**src/rtl/uart_status_tx_pkg.sv**
```systemverilog
// Shared constants for the status-line UART transmitter: ASCII bytes of the line,
// default bit timing and the FSM state encodings of the message and byte engines.
package uart_status_tx_pkg;

    localparam int DEF_CLKS_PER_BIT = 5208;

    localparam logic [7:0] TAG_M   = 8'h4D;
    localparam logic [7:0] TAG_A   = 8'h41;
    localparam logic [7:0] TAG_D   = 8'h44;
    localparam logic [7:0] COLON   = 8'h3A;
    localparam logic [7:0] SPACE   = 8'h20;
    localparam logic [7:0] CR      = 8'h0D;
    localparam logic [7:0] LF      = 8'h0A;
    localparam logic [7:0] ASCII_0 = 8'h30;

    localparam logic [2:0] S_IDLE  = 3'd0;
    localparam logic [2:0] S_START = 3'd1;
    localparam logic [2:0] S_LOAD  = 3'd2;
    localparam logic [2:0] S_WAIT  = 3'd3;
    localparam logic [2:0] S_DONE  = 3'd4;

    localparam logic [1:0] T_IDLE  = 2'd0;
    localparam logic [1:0] T_START = 2'd1;
    localparam logic [1:0] T_DATA  = 2'd2;
    localparam logic [1:0] T_STOP  = 2'd3;

    // Uppercase hex digit in ASCII.
    function automatic logic [7:0] hex_ascii(input logic [3:0] n);
        return (n < 4'd10) ? (8'h30 + {4'b0000, n}) : (8'h37 + {4'b0000, n});
    endfunction

endpackage

```
**src/rtl/uart_tx_byte.sv**
```systemverilog
// 8N1 byte serializer: one start bit, eight data bits LSB first, one stop bit,
// each held for CLKS_PER_BIT clocks; byte_done marks the last stop-bit cycle.
module uart_tx_byte
    import uart_status_tx_pkg::*;
#(
    parameter int CLKS_PER_BIT = DEF_CLKS_PER_BIT
) (
    input  logic       clk,
    input  logic       n_rst,
    input  logic       byte_start,
    input  logic [7:0] byte_data,
    output logic       tx,
    output logic       byte_done
);

    localparam int CNT_W = (CLKS_PER_BIT > 1) ? $clog2(CLKS_PER_BIT) : 1;
    localparam logic [CNT_W-1:0] LAST = CNT_W'(CLKS_PER_BIT - 1);

    logic [1:0]       state_q, state_d;
    logic [CNT_W-1:0] cnt_q, cnt_d;
    logic [2:0]       bit_idx_q, bit_idx_d;
    logic [7:0]       shift_q, shift_d;
    logic             tx_q, tx_d;

    always_comb begin
        state_d   = state_q;
        cnt_d     = cnt_q;
        bit_idx_d = bit_idx_q;
        shift_d   = shift_q;
        tx_d      = tx_q;
        unique case (state_q)
            T_IDLE: begin
                tx_d = 1'b1;
                if (byte_start) begin
                    state_d = T_START;
                    cnt_d   = '0;
                    shift_d = byte_data;
                    tx_d    = 1'b0;
                end
            end
            T_START: begin
                cnt_d = cnt_q + CNT_W'(1);
                if (cnt_q == LAST) begin
                    state_d   = T_DATA;
                    cnt_d     = '0;
                    bit_idx_d = '0;
                    tx_d      = shift_q[0];
                end
            end
            T_DATA: begin
                cnt_d = cnt_q + CNT_W'(1);
                if (cnt_q == LAST) begin
                    cnt_d = '0;
                    if (bit_idx_q == 3'd7) begin
                        state_d = T_STOP;
                        tx_d    = 1'b1;
                    end else begin
                        bit_idx_d = bit_idx_q + 3'd1;
                        shift_d   = shift_q >> 1;
                        tx_d      = shift_q[1];
                    end
                end
            end
            T_STOP: begin
                cnt_d = cnt_q + CNT_W'(1);
                if (cnt_q == LAST) begin
                    state_d = T_IDLE;
                    cnt_d   = '0;
                    tx_d    = 1'b1;
                end
            end
            default: begin
                state_d = T_IDLE;
                tx_d    = 1'b1;
            end
        endcase
    end

    always_ff @(posedge clk or negedge n_rst) begin
        if (!n_rst) begin
            state_q   <= T_IDLE;
            cnt_q     <= '0;
            bit_idx_q <= '0;
            shift_q   <= '0;
            tx_q      <= 1'b1;
        end else begin
            state_q   <= state_d;
            cnt_q     <= cnt_d;
            bit_idx_q <= bit_idx_d;
            shift_q   <= shift_d;
            tx_q      <= tx_d;
        end
    end

    assign tx        = tx_q;
    assign byte_done = (state_q == T_STOP) && (cnt_q == LAST);

endmodule

```
**src/rtl/uart_status_tx.sv**
```systemverilog
// Sends one 8-byte ASCII status line ("T:HH H\r\n") per controller day-cycle event
// over 8N1 UART; events are queued as pending flags and served D > A > M.
module uart_status_tx
    import uart_status_tx_pkg::*;
#(
    parameter int CLKS_PER_BIT = DEF_CLKS_PER_BIT
) (
    input  logic       clk,
    input  logic       n_rst,
    input  logic       morning_signal,
    input  logic       after_signal,
    input  logic       day_done,
    input  logic       heat_signal,
    input  logic [7:0] led_level,
    output logic       tx,
    output logic       busy,
    output logic       msg_done
);

    logic       morning_q, morning_d;
    logic       after_q, after_d;
    logic       pend_m_q, pend_m_d;
    logic       pend_a_q, pend_a_d;
    logic       pend_d_q, pend_d_d;
    logic [2:0] state_q, state_d;
    logic [2:0] idx_q, idx_d;
    logic [7:0] tag_q, tag_d;
    logic [7:0] led_q, led_d;
    logic       heat_q, heat_d;

    logic       byte_start;
    logic       byte_done;
    logic [7:0] byte_data;

    always_comb begin
        morning_d  = morning_signal;
        after_d    = after_signal;
        // Set before clear, so a same-tag event in the take cycle is absorbed.
        pend_m_d   = pend_m_q | (morning_signal & ~morning_q);
        pend_a_d   = pend_a_q | (after_signal & ~after_q);
        pend_d_d   = pend_d_q | day_done;
        state_d    = state_q;
        idx_d      = idx_q;
        tag_d      = tag_q;
        led_d      = led_q;
        heat_d     = heat_q;
        byte_start = 1'b0;
        unique case (state_q)
            S_IDLE: begin
                if (pend_m_q || pend_a_q || pend_d_q) state_d = S_START;
            end
            S_START: begin
                idx_d  = '0;
                led_d  = led_level;
                heat_d = heat_signal;
                if (pend_d_q) begin
                    tag_d    = TAG_D;
                    pend_d_d = 1'b0;
                end else if (pend_a_q) begin
                    tag_d    = TAG_A;
                    pend_a_d = 1'b0;
                end else begin
                    tag_d    = TAG_M;
                    pend_m_d = 1'b0;
                end
                state_d = S_LOAD;
            end
            S_LOAD: begin
                byte_start = 1'b1;
                state_d    = S_WAIT;
            end
            S_WAIT: begin
                if (byte_done) begin
                    if (idx_q == 3'd7) begin
                        state_d = S_DONE;
                    end else begin
                        idx_d   = idx_q + 3'd1;
                        state_d = S_LOAD;
                    end
                end
            end
            S_DONE:  state_d = S_IDLE;
            default: state_d = S_IDLE;
        endcase
    end

    always_comb begin
        unique case (idx_q)
            3'd0:    byte_data = tag_q;
            3'd1:    byte_data = COLON;
            3'd2:    byte_data = hex_ascii(led_q[7:4]);
            3'd3:    byte_data = hex_ascii(led_q[3:0]);
            3'd4:    byte_data = SPACE;
            3'd5:    byte_data = ASCII_0 | {7'b0000000, heat_q};
            3'd6:    byte_data = CR;
            default: byte_data = LF;
        endcase
    end

    always_ff @(posedge clk or negedge n_rst) begin
        if (!n_rst) begin
            morning_q <= 1'b0;
            after_q   <= 1'b0;
            pend_m_q  <= 1'b0;
            pend_a_q  <= 1'b0;
            pend_d_q  <= 1'b0;
            state_q   <= S_IDLE;
            idx_q     <= '0;
            tag_q     <= '0;
            led_q     <= '0;
            heat_q    <= 1'b0;
        end else begin
            morning_q <= morning_d;
            after_q   <= after_d;
            pend_m_q  <= pend_m_d;
            pend_a_q  <= pend_a_d;
            pend_d_q  <= pend_d_d;
            state_q   <= state_d;
            idx_q     <= idx_d;
            tag_q     <= tag_d;
            led_q     <= led_d;
            heat_q    <= heat_d;
        end
    end

    assign busy     = (state_q == S_START) || (state_q == S_LOAD) || (state_q == S_WAIT);
    assign msg_done = (state_q == S_DONE);

    uart_tx_byte #(
        .CLKS_PER_BIT(CLKS_PER_BIT)
    ) u_tx_byte (
        .clk       (clk),
        .n_rst     (n_rst),
        .byte_start(byte_start),
        .byte_data (byte_data),
        .tx        (tx),
        .byte_done (byte_done)
    );

endmodule

```
**config.mk**
```make
export PLATFORM = sky130hd
export DESIGN_NAME = uart_status_tx
export DESIGN_NICKNAME = d
export VERILOG_FILES = /design/src/rtl/uart_status_tx_pkg.sv /design/src/rtl/uart_tx_byte.sv /design/src/rtl/uart_status_tx.sv
export SDC_FILE = /design/constraint.sdc
export NUM_CORES = 1
export LEC_CHECK = 0
export ABC_AREA = 1
export CAP_MARGIN = 15
export CORE_MARGIN = 1
export CORE_UTILIZATION = 45
export DETAILED_ROUTE_END_ITERATION = 16
export HOLD_SLACK_MARGIN = 0.12
export PLACE_DENSITY = 0.59
export REMOVE_ABC_BUFFERS = 1
export SYNTH_ARGS = -nofsm -noshare
export SYNTH_HDL_FRONTEND = slang
export SYNTH_SLANG_ARGS = --single-unit
```
**constraint.sdc**
```tcl
create_clock -name clk -period 1.9 [get_ports clk]
set_input_delay 0.285 -clock clk [delete_from_list [all_inputs] [get_ports clk]]
set_output_delay 0.285 -clock clk [all_outputs]
set_load 0.02 [all_outputs]
```
==> run_results.csv <==
group,metric,value,unit
outcome,status,"finished clean",
synthesis,async_flop_share,100.0,%
critical_path,cpLargestDelayFamily,"buffers and inverters",
global_routing,grt_pass1_wl,10340,um
synthesis,syn_area,2883,um^2
synthesis,synth.area.top_cells,"dfrtp_1 43%, nand2_1 14%, ha_1 6.9%, inv_1 6.0%, nand3_1 5.9%",
clocking,root_buffer,"clkbuf_8",
sta,finalMaxSlewViolations,0,
placement,dp_hpwl,4444,um
clocking,cts.sinks,50,
global_routing,grt_max_degree,42,
power_and_ir_drop,leakage,1.594,nW
global_routing,grt_antenna_before_repair,0,
clocking,cts_tree,"yes",
sta,finalCritPeriodShare,92.32,%
sta,post-route-min-period,1.754,ns
sta,slew_headroom,73.10,%
sta,finalSetupTns,0,ns
floorplan,dieHeight,82.04,um
synthesis,yosys.area.top_type,"dfrtp_1",
clocking,path_clk_slew,0.10,ns
synthesis,synth_common_cells,"105 x nand2_1, 49 x dfrtp_1, 46 x inv_1",
sta,finalSetupViolations,0,
clocking,cts_buffer_depth,2,
sta,rsz0062_at_grt,"false",
critical_path,r2r_end,"u_tx_byte.shift_q[0]",
critical_path,slowest_delay,0.61,ns
drt,via_per_inst,5.029,
power_and_ir_drop,peakVddDrop,382.1,uV
drt,wirelength,5776,um
floorplan,num_rows,28,
synthesis,ys_seq_area_share,43.45,%
global_routing,grt_overflow,0,
floorplan,die_x,82.04,um
critical_path,r2r_slack,0.24,ns
drt,drc_errors,0,
synthesis,synth_top_area_share,42.53,%
cells_and_area,diodes,0,
critical_path,cp.arrival,1.47,ns
critical_path,critical_path.cell_chain,"clkdlybuf4s50_1",
floorplan,dieArea,6731,um^2
placement,portBuffers,16,
floorplan,core_area,6061,um^2
synthesis,ys_warn_count,0,
critical_path,cp.depth,1,
drt,postRouteAntennaNets,0,
sta,fin_hold_ws,0.3589,ns
drt,avgRoutedWirePerCell,12.06,um
synthesis,synth_edf_count,0,
global_routing,grtUsageTotal,20.03,%
sta,tightest_slew,0.4020,ns
critical_path,start_kind,"register",
placement,place.gp.congestion,0.8337,
cells_and_area,final_nets,433,
clocking,cts_setup_buffers,0,
critical_path,cp_slowest_cell,"clkdlybuf4s50_1",
drt,num_vias,2409,
critical_path,startpoint,"u_tx_byte.tx",
synthesis,ys.flop_type,"dfrtp_1",
floorplan,initial_core_util,47.56,%
critical_path,critPathKind,"register to output pin",
power_and_ir_drop,power_density,600.4,nW/um^2
drt,drtIter0Drc,100,
synthesis,synthCells,380,
critical_path,path_max_fanout,2,
synthesis,synth_most_common_cell,"nand2_1",
floorplan,io_pins,17,
critical_path,endpoint,"tx",
critical_path,cp_num_buf_inv,1,
run,maxCapViolations,0,
critical_path,worst_r2r_path_depth,7,
critical_path,r2r_start,"u_tx_byte.state_q[0]",
sta,finalHoldViolations,0,
synthesis,avgSynthCellArea,7.586,um^2
critical_path,cp.required,1.62,ns
clocking,htreeDepth,2,
critical_path,cp-end-kind,"output pin",
synthesis,synth_cell_types,30,
cells_and_area,synthToLayoutAreaGrowth,13.76,%
drt,drt_pass1_iterations,4,
sta,fin_skew,0.008223,ns
synthesis,ys_seq_elements,50,
global_routing,grt_pass1_vias,2228,
sta,fmax,0.5701,GHz
cells_and_area,drive_above_1_share,9.653,%
worst_hold_path,hold_path_class,"input port to async pin",
clocking,numCtsBuffers,5,
clocking,clkLatencyLatePin,0.31,ns
## per-layer routing
layer / track usage, % / wire length [um] / share of wire, %
met1: 29.46 / 3136 / 54
met2: 30.41 / 2448 / 42
met3: 3.333 / 177 / 3.1
met4: 4.737 / 14 / 0.24
met5: 0 / 0 / 0
## cell type report
| class | count | area [um^2] |
|---|---|---|
| timing repair buffer | 21 | 205.2 |
| tap | 75 | 93.84 |
| sequential | 50 | 1252 |
| inverter | 51 | 191.4 |
| fill | 618 | 2781 |
| clock buffer | 5 | 68.82 |
| clock inverter | 3 | 47.55 |
| multi-input combinational | 274 | 1420 |
## through the flow
stage | cell area, um^2 | setup slack, ns | total power [mW] | cells | util (%)
global route | 3279 | 0.01080 | 2.059 | 479 | 54.11
floorplan | 2854 | 0.2405 | 1.140 | 375 | -
global placement | 3146 | 0.2140 | 1.201 | 470 | 51.90
CTS | 3269 | 0.07814 | 2.004 | 479 | 53.94
finish | 3279 | 0.1459 | 1.969 | 479 | 54.11
detailed placement | 3146 | 0.1054 | 1.202 | 470 | 51.90
## cells by family after synthesis
logic type	Yosys count	synth area share [%]
muxes	1	0.3472
buffers and inverters	56	7.639
adders and majority gates	16	6.944
xor gates and xnor gates	2	0.6077
AOI/OAI and AO/OA	47	9.202
DFF	50	43.45
and+or+nand+nor	208	31.81
## timing repair
| item | in CTS | in global routing |
|---|---|---|
| endpoints found under the hold margin | 9 | 0 |
| hold buffers | 1 | 0 |
| setup endpoints to repair | 2 | 8 |
| resized for setup | 2 | 3 |
## sequential cells by signal (all words and copies together) (netlist names), 2 cells and up
name and cells:
led_q 8, tag_q 4, u_tx_byte.bit_idx_q 3, u_tx_byte.shift_q 7, idx_q 3, u_tx_byte.state_q 2
state_q 3, u_tx_byte.cnt_q 13
## placed cells by master, fill, tap and decap left out, drive strengths merged, types with 2 or more instances in the layout
master / synthesis / layout
nand2: 110 / 110
inv: 51 / 52
dfrtp: 49 / 49
nor2: 40 / 40
nand3: 35 / 35
o21ai: 28 / 28
ha: 16 / 16
a21oi: 14 / 14
clkdlybuf4s50: 0 / 13
nand4: 11 / 11
nor3: 7 / 7
clkbuf: 1 / 5
buf: 4 / 5
or2: 4 / 4
a31oi: 2 / 2
xor2: 2 / 2
dlygate4sd2: 0 / 2
## power breakdown
part / switching (mW) / internal [mW]
Clock: 0.390 / 0.400
Sequential: 0.0102 / 1.08
Combinational: 0.0500 / 0.0422
Total: 0.450 / 1.52
## how the worst min path moves through the flow
stage | start | to | slack (ns) | depth (start not counted)
floorplan | n_rst | after_q | -0.01 | 0
global placement | n_rst | led_q[4] | 0.17 | 1
detailed placement | n_rst | led_q[4] | 0.17 | 1
CTS | n_rst | led_q[3] | 0.36 | 2
global route | n_rst | led_q[3] | 0.40 | 2
finish | n_rst | led_q[3] | 0.36 | 2
No activity file was read; power rests on OpenSTA's default activity.
